## src/rtl/picoblaze_debounced_inport.sv

```systemverilog
// Debounced 8-bit input port for KCPSM3: level, rising-edge event latch, interrupt mask
// and interrupt request with the interrupt/interrupt_ack handshake.
module picoblaze_debounced_inport #(
    parameter logic [7:0]  LEVEL_PORT_ID = 8'h01,
    parameter logic [7:0]  EVENT_PORT_ID = 8'h02,
    parameter logic [7:0]  MASK_PORT_ID  = 8'h03,
    parameter int unsigned TICK_CYCLES   = 50000
) (
    input  logic       clk,
    input  logic       reset,
    input  logic [7:0] raw_in,
    input  logic [7:0] port_id,
    input  logic       read_strobe,
    input  logic       write_strobe,
    input  logic [7:0] out_port,
    output logic [7:0] in_port,
    output logic       interrupt,
    input  logic       interrupt_ack
);

    localparam int unsigned CW = $clog2(TICK_CYCLES);
    localparam logic [CW-1:0] TICK_LAST = CW'(TICK_CYCLES - 1);

    logic [7:0]      sync1_q, sync2_q;
    logic [CW-1:0]   tick_cnt_q, tick_cnt_d;
    logic            tick;
    logic [7:0][1:0] stable_q, stable_d;
    logic [7:0]      level_q, level_d;
    logic [7:0]      event_q, event_d;
    logic [7:0]      mask_q, mask_d;
    logic [7:0]      in_port_q, in_port_d;
    logic            irq_q, irq_d;
    logic [7:0]      rise;
    logic            event_clr;

    always_comb begin
        tick       = (tick_cnt_q == TICK_LAST);
        tick_cnt_d = tick ? '0 : tick_cnt_q + 1'b1;
    end

    // Each bit needs four consecutive differing ticks before its level flips.
    always_comb begin
        level_d  = level_q;
        stable_d = stable_q;
        if (tick) begin
            for (int i = 0; i < 8; i++) begin
                if (sync2_q[i] != level_q[i]) begin
                    if (stable_q[i] == 2'd3) begin
                        level_d[i]  = ~level_q[i];
                        stable_d[i] = 2'd0;
                    end else begin
                        stable_d[i] = stable_q[i] + 2'd1;
                    end
                end else begin
                    stable_d[i] = 2'd0;
                end
            end
        end
    end

    // A new event in the clearing cycle survives the clear; same for interrupt vs. ack.
    always_comb begin
        rise      = level_d & ~level_q;
        event_clr = read_strobe && (port_id == EVENT_PORT_ID);
        event_d   = (event_clr ? 8'h00 : event_q) | rise;
        mask_d    = (write_strobe && (port_id == MASK_PORT_ID)) ? out_port : mask_q;
        irq_d     = (irq_q && !interrupt_ack) || (|(rise & mask_q));
    end

    always_comb begin
        in_port_d = 8'h00;
        if (port_id == LEVEL_PORT_ID) begin
            in_port_d = level_q;
        end else if (port_id == EVENT_PORT_ID) begin
            in_port_d = event_q;
        end else if (port_id == MASK_PORT_ID) begin
            in_port_d = mask_q;
        end
    end

    always_ff @(posedge clk) begin
        if (reset) begin
            sync1_q    <= '0;
            sync2_q    <= '0;
            tick_cnt_q <= '0;
            stable_q   <= '0;
            level_q    <= '0;
            event_q    <= '0;
            mask_q     <= '0;
            in_port_q  <= '0;
            irq_q      <= 1'b0;
        end else begin
            sync1_q    <= raw_in;
            sync2_q    <= sync1_q;
            tick_cnt_q <= tick_cnt_d;
            stable_q   <= stable_d;
            level_q    <= level_d;
            event_q    <= event_d;
            mask_q     <= mask_d;
            in_port_q  <= in_port_d;
            irq_q      <= irq_d;
        end
    end

    assign in_port   = in_port_q;
    assign interrupt = irq_q;

endmodule
```

## config.mk

```make
export PLATFORM = sky130hd
export DESIGN_NAME = picoblaze_debounced_inport
export DESIGN_NICKNAME = d
export VERILOG_FILES = /design/src/rtl/picoblaze_debounced_inport.sv
export SDC_FILE = /design/constraint.sdc
export NUM_CORES = 1
export LEC_CHECK = 0
export CAP_MARGIN = 20
export CORE_MARGIN = 2
export CORE_UTILIZATION = 50
export DETAILED_ROUTE_END_ITERATION = 16
export GPL_TIMING_DRIVEN = 1
export PLACE_DENSITY = 0.84
export SLEW_MARGIN = 20
export SYNTH_ARGS = -nofsm -noshare
export SYNTH_HDL_FRONTEND = slang
export SYNTH_SLANG_ARGS = --single-unit
```

## constraint.sdc

```tcl
create_clock -name clk -period 2 [get_ports clk]
set_clock_uncertainty 0.1 [all_clocks]
set_input_delay 0.6 -clock clk [delete_from_list [all_inputs] [get_ports clk]]
set_output_delay 0.6 -clock clk [all_outputs]
set_load 0.1 [all_outputs]
```

# Word level (Yosys, flattened, before mapping)
# Index checks and enable logic that the tools add are counted.
# totals
regBits,81
elab_cells,101
out_inout_bits,9
inputBits,29
# op_classes
n_reduce_logical,7
bitwise,12
addsub,9
mux,37
eq_ne,20
# op_table
operator,count
8-bit 2-to-1 mux,5
2-bit 2-to-1 mux,16
16-bit by 1-bit adder with 16-bit output (second input constant),1
2-bit by 1-bit adder with 2-bit output (second input constant),8
8-bit AND,2
16-bit equality test (second input constant),1
2-bit equality test (second input constant),8
8-bit by 2-bit equality test with 1-bit output (second input constant),2
1-bit 2-to-1 mux,16
8-bit by 1-bit equality test with 1-bit output (second input constant),1
1-bit != test,8
1-bit NOT,8
8-bit NOT,1
8-bit OR,1
8-bit OR reduction,1
1-bit logical AND,3
2-bit OR reduction,1
1-bit logical NOT,1
1-bit logical OR,1

# Longest topological paths before layout
# logic_depth
word_depth,8
mapped_depth,6

# Least setup slack after synthesis
# OpenSTA, ideal clock, no wires.
# synth_timing
path_type,input to register
start,input port_id[3]
end,register mask_q[0]
cell_stages,4
path_buffers,0
slack_ns,0.019
arrival_ns,1.754
t_required_ns,1.772
path_cell_list,nor4_1 > nand3_1 > mux2i_1 > nor2_1
# synth_between
elab_chain_len,2
# synth_lines
item,line_no,rtl
from (decl),12,"input logic [7:0] port_id,"
8-bit by 2-bit equality test with 1-bit output,66,mask_d = (write_strobe && (port_id == MASK_PORT_ID)) ? out_port : mask_q;
1-bit logical AND,66,
to (signal assigned),99,mask_q <= mask_d;
to (decl),30,"logic [7:0] mask_q, mask_d;"
# No other way between the ends.
# A chain may end at the register's enable or synchronous reset.

# Final worst setup path
# layout_timing
start,register tick_cnt_q[10]
end,register event_q[1]
# layout_between
elab_chain_len,4
# layout_lines
item,line_no,rtl
from (decl),25,"logic [CW-1:0] tick_cnt_q, tick_cnt_d;"
from (signal assigned),95,tick_cnt_q <= tick_cnt_d;
16-bit equality test,37,tick = (tick_cnt_q == TICK_LAST);
8-bit 2-to-1 mux,45,if (tick) begin
8-bit AND,63,rise = level_d & ~level_q;
8-bit OR,65,event_d = (event_clr ? 8'h00 : event_q) | rise;
to (signal assigned),98,event_q <= event_d;
to (decl),29,"logic [7:0] event_q, event_d;"
# No other way between the ends.

==> metrics.cfg <==
[setup_path]
critical_path.endpoint_type = register
crit_path_top_delay_cell = or4b_4
crit_required_ns = 2.19
critical_path.cell_chain = or4b_4, nor4_4, buf_12, and2b_2, a22o_1
critPathArrivalTime_ns = 2.13
crit_family = simple AND/OR/NAND/NOR gates
critPathLaunchType = register
critical_path_buf_inv_count = 1
cp_max_fo = 32
critPathKind = register to register
slowest_delay_ns = 0.54

[die]
die-area_um2 = 7440
initial_core_util_pct = 52.4
ioPinCount = 38
rows = 29
core_um2 = 6460
die_h_um = 86.3
die-width_um = 86.3

[synthesis]
synth_edf_count = 0
synthFlopType = dfxtp_1
synth_top_area_cell = dfxtp_1
ys_types = 35
ys_async_sr_fraction_pct = 0
syn_area_um2 = 3380
synthCells = 349
syn-num-nets = 387
yosys_warnings = 0
synth-seq-cells = 81
synth_commonest_cells = dfxtp_1, nor2_1, nor2b_1
ys_seq_area_share_pct = 47.9
synthTopCellsByArea = dfxtp_1, mux2i_1, nor2_1, xnor2_1, nor2b_1
synth.most_common_cell = dfxtp_1
yosysTopAreaCellShare_pct = 47.9
avgSynthCellArea_um2 = 9.70

[layout]
nFillCells = 515
antenna_cells = 0
area_growth_pct = 24.2
final_cells = 476
num-nets-final = 433
fin_util_pct = 65.1
drive_above_1_share_pct = 11.0

[sta]
min_period_ns = 1.94
drv_slew = 0
fmax_ghz = 0.515
worst_slew_pin_slew_ns = 0.337
hold-worst-slack_ns = 0.344
slew_headroom_pct = 77.4
finalHoldViolCount = 0
finalSetupTns_ns = 0
rsz0062_at_grt = no
setup_viol = 0
fin_crit_sh_pct = 97.1

[grt]
grt_usage_pct = 19.7
grt_pass1_vias = 2529
grt_overflow = 0
antenna_found_initial = 0
grt_pass1_wl_um = 11500
grt_max_degree = 37

[routing]
wl_per_cell_um = 14.5
drtIter0Drc = 136
ant_nets = 0
via_count = 2616
dr.pass1.iters = 4
totalWireLength_um = 6920
drcViolationCount = 0
via_per_inst = 5.50

[power]
ir_worst_vdd_mv = 0.588
leakage_nw = 1.75
p_per_area_nw_per_um2 = 706

[hold_path]
hold_class = register to register

[clock_network]
cts_tree = built
htree_num_levels = 3
cts_root_buf = clkbuf_8
clk_latency_ns = 0.35
clkSinkCount = 81
cts_buffers = 9
clockBufferDepth = 2
clkTransAtPathRegs_ns = 0.07

[job]
drv_cap = 0

[placement]
hpwl_um = 4790
port_buffers = 37
gp_congestion = 0.845
place_inst = 459

[run_status]
outcome = finished, final reports clean

-- flip-flops by register name (all words and copies together), names as in the netlist --
register    cells
tick_cnt_q     16
sync2_q         8
mask_q          8
sync1_q         8
event_q         8
interrupt       1
in_port         8
level_q         8
stable_q       16
-- cell families after synthesis --
kind of cell / count (synthesis) / synth area share, %
compound gates: 38 / 8.47
xor+xnor: 22 / 5.69
fa+ha+maj: 9 / 3.33
buf+inv: 18 / 2.33
flops: 81 / 47.9
mux: 24 / 7.10
simple gates: 157 / 25.2
-- report_power, final --
group | internal (mW) | total (mW) | switching, mW
Sequential | 1.63 | 1.65 | 0.0137
Combinational | 0.0829 | 0.146 | 0.0626
Clock | 0.634 | 1.18 | 0.541
-- cell usage in the layout, fill, tap and decap left out, types with 9 or more instances in the layout --
master,synthesis,routed
dfxtp_1,81,80
ha_1,9,9
a21oi_1,11,11
clkbuf_8,0,11
xnor2_1,21,21
nor2b_1,27,26
buf_12,0,10
and3_1,9,9
nor4_1,12,10
nor3_1,26,26
clkdlybuf4s50_1,0,27
mux2i_1,24,24
nor2_1,50,50
buf_4,2,11
-- final timing paths --
check / startpoint / cells past startpoint / slack [ns] / end
setup reg to reg: tick_cnt_q[10] / 5 / 0.06 / event_q[1]
hold reg to reg: sync1_q[6] / 1 / 0.34 / sync2_q[6]
setup / recovery: tick_cnt_q[10] / 5 / 0.06 / event_q[1]
hold / removal: sync1_q[6] / 1 / 0.34 / sync2_q[6]
-- worst register-to-register path: cells and delay by family, from the launching register on --
kind | cells | cell delay (ns)
AOI/OAI and AO/OA | 1 | 0.16
buffers and inverters | 1 | 0.24
DFF | 1 | 0.35
and+or+nand+nor | 3 | 1.04
-- final cells by class --
| class | instances | area, um^2 | share of cell area, % |
|---|---|---|---|
| Inverter | 3 | 11.3 | 0.268 |
| Clock inverter | 3 | 40.0 | 0.952 |
| Tap cell | 77 | 96.3 | 2.29 |
| Sequential cell | 81 | 1620 | 38.6 |
| Timing Repair Buffer | 50 | 569 | 13.5 |
| Clock buffer | 12 | 155 | 3.69 |
| Multi-Input combinational cell | 250 | 1710 | 40.7 |
-- per-layer routing --
layer | vias to the layer above | global-route usage [%] | share of wire [%]
li1 | 1312 | - | -
met1 | 1216 | 24.5 | 45
met2 | 75 | 32.6 | 48
met3 | 13 | 4.86 | 5.3
met4 | 0 | 8.24 | 1.8
met5 | - | 0 | 0
-- what timing repair did --
action                     4_1_cts  5_1_grt
buffers inserted                 0        2
hold buffers                     0        0
setup endpoints to repair        1       24
resized for setup                1        7
pin swaps                        0        1
-- metrics by stage --
stage	setup WS, ns	power, mW	cell area [um^2]
floorplan	0.0188	1.75	3380
global placement	-0.295	1.82	3960
detailed placement	-0.325	1.83	3960
CTS	0.00388	2.99	4160
global route	0.00365	3.07	4200
finish	0.0586	2.97	4200
No activity file was read; power rests on OpenSTA's default activity.
